**config.mk**
```make
export PLATFORM = sky130hd
export DESIGN_NAME = led_pattern_sequencer
export DESIGN_NICKNAME = d
export VERILOG_FILES = /design/src/rtl/led_pattern_sequencer_pkg.sv /design/src/rtl/led_pattern_sequencer_timer.sv /design/src/rtl/led_pattern_sequencer.sv
export SDC_FILE = /design/constraint.sdc
export NUM_CORES = 1
export LEC_CHECK = 0
export CELL_PAD_IN_SITES_DETAIL_PLACEMENT = 0
export CELL_PAD_IN_SITES_GLOBAL_PLACEMENT = 2
export CORE_MARGIN = 5
export CORE_UTILIZATION = 40
export DETAILED_ROUTE_END_ITERATION = 10
export GPL_TIMING_DRIVEN = 0
export PLACE_DENSITY = 0.95
export SYNTH_ARGS = -nofsm -noshare
export SYNTH_HDL_FRONTEND = slang
export SYNTH_SLANG_ARGS = --single-unit
```
**constraint.sdc**
```tcl
create_clock -name clk_i -period 8.06 [get_ports clk_i]
set_input_delay 1.209 -clock clk_i [delete_from_list [all_inputs] [get_ports clk_i]]
set_output_delay 1.209 -clock clk_i [all_outputs]
set_load 0.03 [all_outputs]
```
**src/rtl/led_pattern_sequencer_pkg.sv**
```systemverilog
// Shared types for the LED pattern sequencer: frame layout and FSM state encoding.
package led_pattern_sequencer_pkg;

    typedef logic rgb_led_t;

    typedef struct packed {
        rgb_led_t [3:0] rgb;
        logic     [3:0] green;
    } led_frame_t;

    typedef enum logic [1:0] {
        IDLE,
        FETCH,
        REQ,
        WAIT
    } seq_state_t;

    function automatic int unsigned max_u(input int unsigned a, input int unsigned b);
        return (a > b) ? a : b;
    endfunction

endpackage

```
**src/rtl/led_pattern_sequencer_timer.sv**
```systemverilog
// Loadable down-counter with a "count is one" flag; shared by the period wait and the ack timeout.
module led_seq_timer #(
    parameter int unsigned W = 24
) (
    input  logic         clk_i,
    input  logic         rst_ni,
    input  logic         load_i,
    input  logic [W-1:0] load_val_i,
    input  logic         en_i,
    output logic         one_o
);

    logic [W-1:0] cnt_q;
    logic [W-1:0] cnt_d;

    always_comb begin
        cnt_d = cnt_q;
        if (load_i) begin
            cnt_d = load_val_i;
        end else if (en_i && (cnt_q != '0)) begin
            cnt_d = cnt_q - 1'b1;
        end
    end

    always_ff @(posedge clk_i or negedge rst_ni) begin
        if (!rst_ni) begin
            cnt_q <= '0;
        end else begin
            cnt_q <= cnt_d;
        end
    end

    assign one_o = (cnt_q == W'(1));

endmodule

```
**src/rtl/led_pattern_sequencer.sv**
```systemverilog
// Wishbone classic master that steps through a small frame table, writing one LED frame per period.
module led_pattern_sequencer
    import led_pattern_sequencer_pkg::*;
#(
    parameter int unsigned NUM_STEPS = 8,
    parameter int unsigned PERIOD_W  = 24,
    parameter int unsigned TIMEOUT   = 16,
    parameter logic [7:0]  LED_ADDR  = 8'h00
) (
    input  logic                           clk_i,
    input  logic                           rst_ni,
    input  logic                           enable_i,
    input  logic                           loop_i,
    input  logic [$clog2(NUM_STEPS):0]     length_i,
    input  logic [PERIOD_W-1:0]            period_i,
    input  logic                           tbl_we_i,
    input  logic [$clog2(NUM_STEPS)-1:0]   tbl_idx_i,
    input  logic [7:0]                     tbl_data_i,
    output logic                           wb_cyc_o,
    output logic                           wb_stb_o,
    output logic                           wb_we_o,
    output logic [7:0]                     wb_adr_o,
    output logic [7:0]                     wb_dat_o,
    input  logic                           wb_ack_i,
    output logic [$clog2(NUM_STEPS)-1:0]   step_o,
    output logic                           busy_o,
    output logic                           done_pulse_o,
    output logic                           err_o
);

    localparam int unsigned SW  = $clog2(NUM_STEPS);
    localparam int unsigned LW  = SW + 1;
    localparam int unsigned TOW = $clog2(TIMEOUT + 1);
    localparam int unsigned TW  = max_u(PERIOD_W, TOW);

    led_frame_t    tbl_q [NUM_STEPS];
    seq_state_t    state_q;
    logic [SW-1:0] step_q;
    led_frame_t    dat_q;
    logic [7:0]    adr_q;
    logic          cyc_q, stb_q, busy_q, done_q, err_q, en_q, halt_q;

    led_frame_t    fetch_frame;
    logic [LW-1:0] len_eff;
    logic          last_step;
    logic [TW-1:0] tmr_val;
    logic          tmr_load, tmr_en, tmr_one;
    logic          en_rise;

    always_comb begin
        len_eff = length_i;
        if (length_i == '0) begin
            len_eff = LW'(1);
        end else if (length_i > LW'(NUM_STEPS)) begin
            len_eff = LW'(NUM_STEPS);
        end
    end

    // ">=" rather than "==" so a length shrunk below the current step still ends or wraps.
    assign last_step   = ({1'b0, step_q} >= (len_eff - 1'b1));
    assign fetch_frame = (tbl_we_i && (tbl_idx_i == step_q)) ? led_frame_t'(tbl_data_i)
                                                             : tbl_q[step_q];
    assign en_rise     = enable_i && !en_q;

    always_comb begin
        tmr_load = 1'b0;
        tmr_val  = TW'(TIMEOUT);
        tmr_en   = (state_q == REQ) || (state_q == WAIT);
        if (state_q == FETCH) begin
            tmr_load = 1'b1;
        end else if ((state_q == REQ) && (wb_ack_i || tmr_one)) begin
            tmr_load = 1'b1;
            tmr_val  = (period_i == '0) ? TW'(1) : TW'(period_i);
        end
    end

    led_seq_timer #(
        .W(TW)
    ) u_timer (
        .clk_i      (clk_i),
        .rst_ni     (rst_ni),
        .load_i     (tmr_load),
        .load_val_i (tmr_val),
        .en_i       (tmr_en),
        .one_o      (tmr_one)
    );

    always_ff @(posedge clk_i or negedge rst_ni) begin
        if (!rst_ni) begin
            for (int unsigned i = 0; i < NUM_STEPS; i++) begin
                tbl_q[i] <= '0;
            end
        end else if (tbl_we_i) begin
            tbl_q[tbl_idx_i] <= led_frame_t'(tbl_data_i);
        end
    end

    always_ff @(posedge clk_i or negedge rst_ni) begin
        if (!rst_ni) begin
            state_q <= IDLE;
            step_q  <= '0;
            dat_q   <= '0;
            adr_q   <= '0;
            cyc_q   <= 1'b0;
            stb_q   <= 1'b0;
            busy_q  <= 1'b0;
            done_q  <= 1'b0;
            err_q   <= 1'b0;
            en_q    <= 1'b0;
            halt_q  <= 1'b0;
        end else begin
            en_q   <= enable_i;
            adr_q  <= LED_ADDR;
            done_q <= 1'b0;
            if (en_rise) err_q <= 1'b0;
            // A finished one-shot stays parked until enable_i is dropped.
            if (!enable_i) halt_q <= 1'b0;
            case (state_q)
                IDLE: begin
                    if (enable_i && !halt_q) begin
                        state_q <= FETCH;
                        step_q  <= '0;
                        busy_q  <= 1'b1;
                    end
                end
                FETCH: begin
                    if (!enable_i) begin
                        state_q <= IDLE;
                        busy_q  <= 1'b0;
                    end else begin
                        dat_q   <= fetch_frame;
                        cyc_q   <= 1'b1;
                        stb_q   <= 1'b1;
                        state_q <= REQ;
                    end
                end
                REQ: begin
                    if (wb_ack_i || tmr_one) begin
                        cyc_q <= 1'b0;
                        stb_q <= 1'b0;
                        if (!wb_ack_i) err_q <= 1'b1;
                        if (enable_i) begin
                            state_q <= WAIT;
                        end else begin
                            state_q <= IDLE;
                            busy_q  <= 1'b0;
                        end
                    end
                end
                WAIT: begin
                    if (!enable_i) begin
                        state_q <= IDLE;
                        busy_q  <= 1'b0;
                    end else if (tmr_one) begin
                        if (!last_step) begin
                            step_q  <= step_q + 1'b1;
                            state_q <= FETCH;
                        end else if (loop_i) begin
                            step_q  <= '0;
                            state_q <= FETCH;
                        end else begin
                            done_q  <= 1'b1;
                            halt_q  <= 1'b1;
                            busy_q  <= 1'b0;
                            state_q <= IDLE;
                        end
                    end
                end
                default: begin
                    state_q <= IDLE;
                    busy_q  <= 1'b0;
                end
            endcase
        end
    end

    assign wb_cyc_o     = cyc_q;
    assign wb_stb_o     = stb_q;
    assign wb_we_o      = cyc_q;
    assign wb_adr_o     = adr_q;
    assign wb_dat_o     = dat_q;
    assign step_o       = step_q;
    assign busy_o       = busy_q;
    assign done_pulse_o = done_q;
    assign err_o        = err_q;

endmodule
```
Yosys cells after proc, flatten, opt, wreduce, memory -nomap -nowiden
Index checks and enable logic that the tools add are counted.
- add/subtract/negate cells: 3
- muxes and demuxes: 57
- shift-type cells: 0
- reduce and logical (&&, ||, !) cells: 22
- bitwise logic cells: 2
- equality and inequality tests: 14
- multipliers: 0
- order comparisons: 5
- div/mod/pow operators: 0
- operators by type and width (operator ; number):
    $mux W24 ; 5
    $bwmux W64 ; 1
    $mux W8 ; 4
    $mux W1 ; 28
    $bmux W8 S3 ; 1
    $demux W8 S3 ; 1
    $eq A24 B1 Y1 const B ; 1
    $logic_not A24 Y1 ; 1
    $reduce_bool A24 Y1 ; 1
    $sub A24 B1 Y24 const B ; 1
    $mux W3 ; 5
    $mux W2 ; 6
    $ne A3 B3 Y1 const B ; 4
    $reduce_and A5 Y1 ; 2
    $ge A4 B4 Y1 const B ; 2
    $mux W4 ; 2
    $ne A2 B2 Y1 const B ; 4
    $not A3 Y4 ; 2
    $pmux W2 S4 ; 1
    $logic_and A1 B1 Y1 ; 6
    $pmux W3 S2 ; 1
    $reduce_and A3 Y1 ; 2
    $reduce_bool A2 Y1 ; 3
    $eq A2 B2 Y1 const B ; 2
    15 further kinds ; 17
- bits in latches: 0
- memory bits (read-only): 0
- memory bits (writable): 0
- input port bits: 45
- register bits: 107
- word-level logic and storage cells: 130
- memories: 0
- output and inout bits: 25

Depth between registers and ports, before layout
- depth after elaboration: 9
- gate-level depth with buffers: 10
- depth with buffers taken out: 9

Modules after synthesis
From an unflattened synthesis, not the netlist that was laid out.
- cell total of the unflattened synthesis: 512
- area, all modules: 5836.8 um^2
- by module, submodules not included (module ; sequential area each (um^2) ; instances ; cells an instance ; area each (um^2)):
    led_pattern_sequencer ; 2077.0 ; 1 ; 340 ; 4336.7
    led_seq_timer ; 600.6 ; 1 ; 172 ; 1500.2

Least setup slack after synthesis
No wires, ideal clock.
- path kind: register -> register
- start point: reg step_q[0], in the netlist step_o[0]
- end point: reg step_q[1], in the netlist step_o[1]
- path buffers: 2
- required time: 7.981 ns
- clock period less this slack: 3.319 ns
- arrival: 3.240 ns
- slack: 4.741 ns
- stages on the path, launching flop included: 11
- setup time: 0.079 ns
- cells stage by stage: dfrtp_1 clkbuf_1 buf_1 inv_1 ha_1 nand2b_1 a21o_1 a21oi_1 nor2_1 o31ai_1 mux2i_1
- word-level cells in the longest chain between the ends: 5
- elaborated cells on any way between the ends: 8
- those cells by class: 1 x add/sub; 1 x order compare; 1 x eq/ne; 4 x mux; 1 x reduce/logical
- ends and longest elaborated chain (element ; RTL line ; source):
    start, declared ; led_pattern_sequencer.sv:38 ; logic [SW-1:0] step_q;
    start signal, assigned ; led_pattern_sequencer.sv:156 ; step_q <= step_q + 1'b1;
    $ge A3 B4 Y1 or $add A3 B1 Y3 (tied branches) ; led_pattern_sequencer.sv:60, led_pattern_sequencer.sv:156 ;
    $mux W3 ; led_pattern_sequencer.sv:155 ; if (!last_step) begin
    $mux W3 ; led_pattern_sequencer.sv:154 ; end else if (tmr_one) begin
    $mux W3 ; led_pattern_sequencer.sv:151 ; if (!enable_i) begin
    $pmux W3 S2 ; led_pattern_sequencer.sv:118 ; case (state_q)
Several ways; a longest one is shown, not always the timed one. The select of a mux whose other input is x is not followed.
A chain may end at the register's enable or synchronous reset.

Worst setup path after layout
Ends and elaborated chain as after synthesis.

==> results.md <==
- Sequential share of the synthesized area: 44.1%
- Most frequent cell after synthesis: dfrtp_1
- Layout Skew: 0.00927 ns
- Average size of a mapped cell: 10.6 µm²
- Filler instances: 1398
- Mapped cell area: 6070 µm²
- Cells after synthesis: 575
- Net count, final: 709
- Critical path class: flop to flop
- Clk buf depth: 2
- Worst vdd ir: 127 µV
- Period minus WS final: 3.92 ns
- Distinct cells, synth: 58
- Register-to-register setup slack: 4.14 ns
- Worst-Margin Slew: 1.11 ns
- Core ar.: 15000 µm²
- # resized after CTS: 0
- Power, Total: 2.03 mW
- I/O pins: 70
- DRT iter0 DRCs: 457
- Worst-case reg-to-reg path depth: 10
- F_max: 0.255 GHz
- Part of the cycle the worst path needs: 48.6%
- Capture point of the worst reg-to-reg path: step_o[1]$_DFFE_PN0P_
- Slew Viols, Final: 0
- Synth area leaders: dfrtp_1 44%, mux2_2 12%, mux4_2 5.9%
- Hold crit path type: flop to flop
- CTS H-tree depth: 3
- Final Setup Violations: 0
- CTS Sinks: 107
- Vias: 4944
- Number of synthesized flops with an enable pin: 0
- M1 wire length: 7900 µm
- Post-synthesis async set-or-reset flop share: 100%
- WL met2: 7540 µm
- Antenna diode count: 0
- Vias in the first global route: 4928
- Hold path cells: 2
- Initial Util: 40.4%
- Setup crit end kind: flop
- Most frequent cells after synthesis: 107 x dfrtp_1, 64 x mux2_2, 40 x o21ai_0
- Predominant post-synthesis flop cell: dfrtp_1
- WL/cell: 19.9 µm
- #FFs+latches synth: 107
- Max cap viols: 0
- Die Area: 17700 µm²
- Tot GR Track Use: 19.2%
- Crit path DAT: 4.20 ns
- CTS buffer count: 9
- YS warnings: 0
- Chip width: 133 µm
- Die Y: 133 µm
- Clock slew at reported path FFs: 0.07 ns
- Final setup TNS: 0 ns
- Outcome: completed
- Via density: 5.85
- Post-synth top area share: 44.1%
- Hold path start: wb_dat_o[3]$_DFFE_PN0P_
- DP Wirelength: 12100 µm
- Drt first pass iters: 7
- Cts hold-fix bufs: 0
- DRC viols: 0
- Hold Path Sink: wb_dat_o[3]$_DFFE_PN0P_
- Post-synth top area cell: dfrtp_1
- Routed WL: 16800 µm
- Post-CTS setup buffer count: 0
- CP Launch Type: flop
- Met3 WL: 1050 µm
- Power per cell area: 281 nW/µm²
- CTS root buffer: clkbuf_16
- Max_slew headroom: 25.1%
- Critical path peak fanout: 10
- Port-buffer cells: 57
- Antenna viol nets, final: 0
- Row count: 45
- Worst-Skew Late Latency: 0.36 ns
- CTS tree: built
- RePlAce Congestion: 0.909
- Remaining Overflow, GRT: 0
- Critical Path RT: 8.34 ns
- Top Layer Used: met4
- First-pass GRT wire length: 27100 µm
- Largest net degree at the start of global routing: 64
- Layout Area Growth over Synthesis: 19.2%
- Layout cells sized above 1: 18.0%
- Leakage: 2.95 nW
- Reg2reg start: step_o[0]$_DFFE_PN0P_
- Initial antenna violation count: 0
- RSZ-0062 raised after global routing: false
- Final Hold Fails: 0
-- cell type report --
type                    count  area (µm²)  share of cell area (%)
plain buffers              40         198                    2.73
clock buffers              10         229                    3.16
well taps                 188         235                    3.25
repair buffers             59         593                    8.19
flip-flops and latches    107        2680                    37.0
clock inverters             6        70.1                   0.968
multi-input cells         414        3160                    43.6
inverters                  21        78.8                    1.09
-- how the worst max path moves through the flow --
stage / start / to / cells past startpoint
4_1_cts: step_o[0]$_DFFE_PN0P_ / step_o[1]$_DFFE_PN0P_ / 10
6_report: step_o[0]$_DFFE_PN0P_ / step_o[1]$_DFFE_PN0P_ / 10
2_1_floorplan: step_o[0]$_DFFE_PN0P_ / step_o[1]$_DFFE_PN0P_ / 10
3_3_place_gp: rst_ni / wb_dat_o[3]$_DFFE_PN0P_ / 1
3_5_place_dp: step_o[0]$_DFFE_PN0P_ / step_o[1]$_DFFE_PN0P_ / 10
5_1_grt: step_o[0]$_DFFE_PN0P_ / step_o[1]$_DFFE_PN0P_ / 10
-- state kept, by name, summed over array words and instances (netlist names) --
| name | count |
|---|---|
| wb_stb_o | 1 |
| state_q | 2 |
| wb_dat_o | 8 |
| tbl_q | 64 |
| done_pulse_o | 1 |
| u_timer.cnt_q | 24 |
| busy_o | 1 |
| en_q | 1 |
| err_o | 1 |
| halt_q | 1 |
| step_o | 3 |
-- stage by stage --
step	utilization [%]	std cells	hold WS (ns)	cell area, µm²	setup WS, ns
floorplan	-	582	0.442	6100	4.74
detailed placement	46.2	829	0.469	6940	4.15
global route	48.2	845	0.509	7240	3.74
finish	48.2	845	0.480	7240	4.14
CTS	48.2	845	0.487	7240	4.11
global placement	45.9	827	0.466	6900	1.78
-- cells by family after synthesis --
kind of cell / count (synthesis) / share of synthesized area (%)
AO/OA/AOI/OAI: 126 / 13.1
flip-flops: 107 / 44.1
multiplexers: 90 / 19.5
buffers and inverters: 61 / 4.55
XOR/XNOR: 4 / 0.577
adder cells (fa/ha/maj): 12 / 2.47
AND/OR/NAND/NOR: 174 / 15.7
other: 1 / 0.0618
-- cells in the final DEF (no fill, tap or decap), types with 9 or more instances in the layout --
| master | netlist | routed |
|---|---|---|
| nand4_1 | 9 | 9 |
| clkdlybuf4s50_1 | 0 | 56 |
| mux2_2 | 64 | 64 |
| a21oi_1 | 39 | 39 |
| clkbuf_16 | 0 | 9 |
| nand2_1 | 30 | 30 |
| dfrtp_1 | 107 | 107 |
| o21ai_0 | 40 | 40 |
| mux2i_1 | 10 | 10 |
| nor2_1 | 31 | 31 |
| nor4_1 | 18 | 18 |
| nor3_1 | 21 | 19 |
| inv_1 | 21 | 21 |
| mux4_2 | 16 | 16 |
| ha_1 | 12 | 12 |
| clkbuf_1 | 24 | 25 |
| buf_4 | 10 | 11 |
| nand3_1 | 10 | 10 |
-- critical path, cell delays in order, from the launching register on --
cell      delay, ns
dfrtp_1        0.40
clkbuf_1       0.59
buf_1          0.82
inv_1          0.20
ha_1           0.34
nand2b_1       0.14
a21o_1         0.21
a21oi_1        0.39
nor2_1         0.07
o31ai_1        0.45
mux2i_1        0.23
-- routing by layer --
layer,up-vias,track usage [%]
met3,23,3.47
met1,2455,28.3
met2,168,28.8
met4,0,6.11
met5,-,0
li1,2298,-
-- report_power, final --
group | switching [mW] | internal (mW) | leakage [nW]
clock | 0.204 | 0.245 | 0.148
combinational | 0.508 | 0.337 | 1.47
sequential | 0.0814 | 0.659 | 1.34
total | 0.794 | 1.24 | 2.95
(Power assumes the default switching activity.)
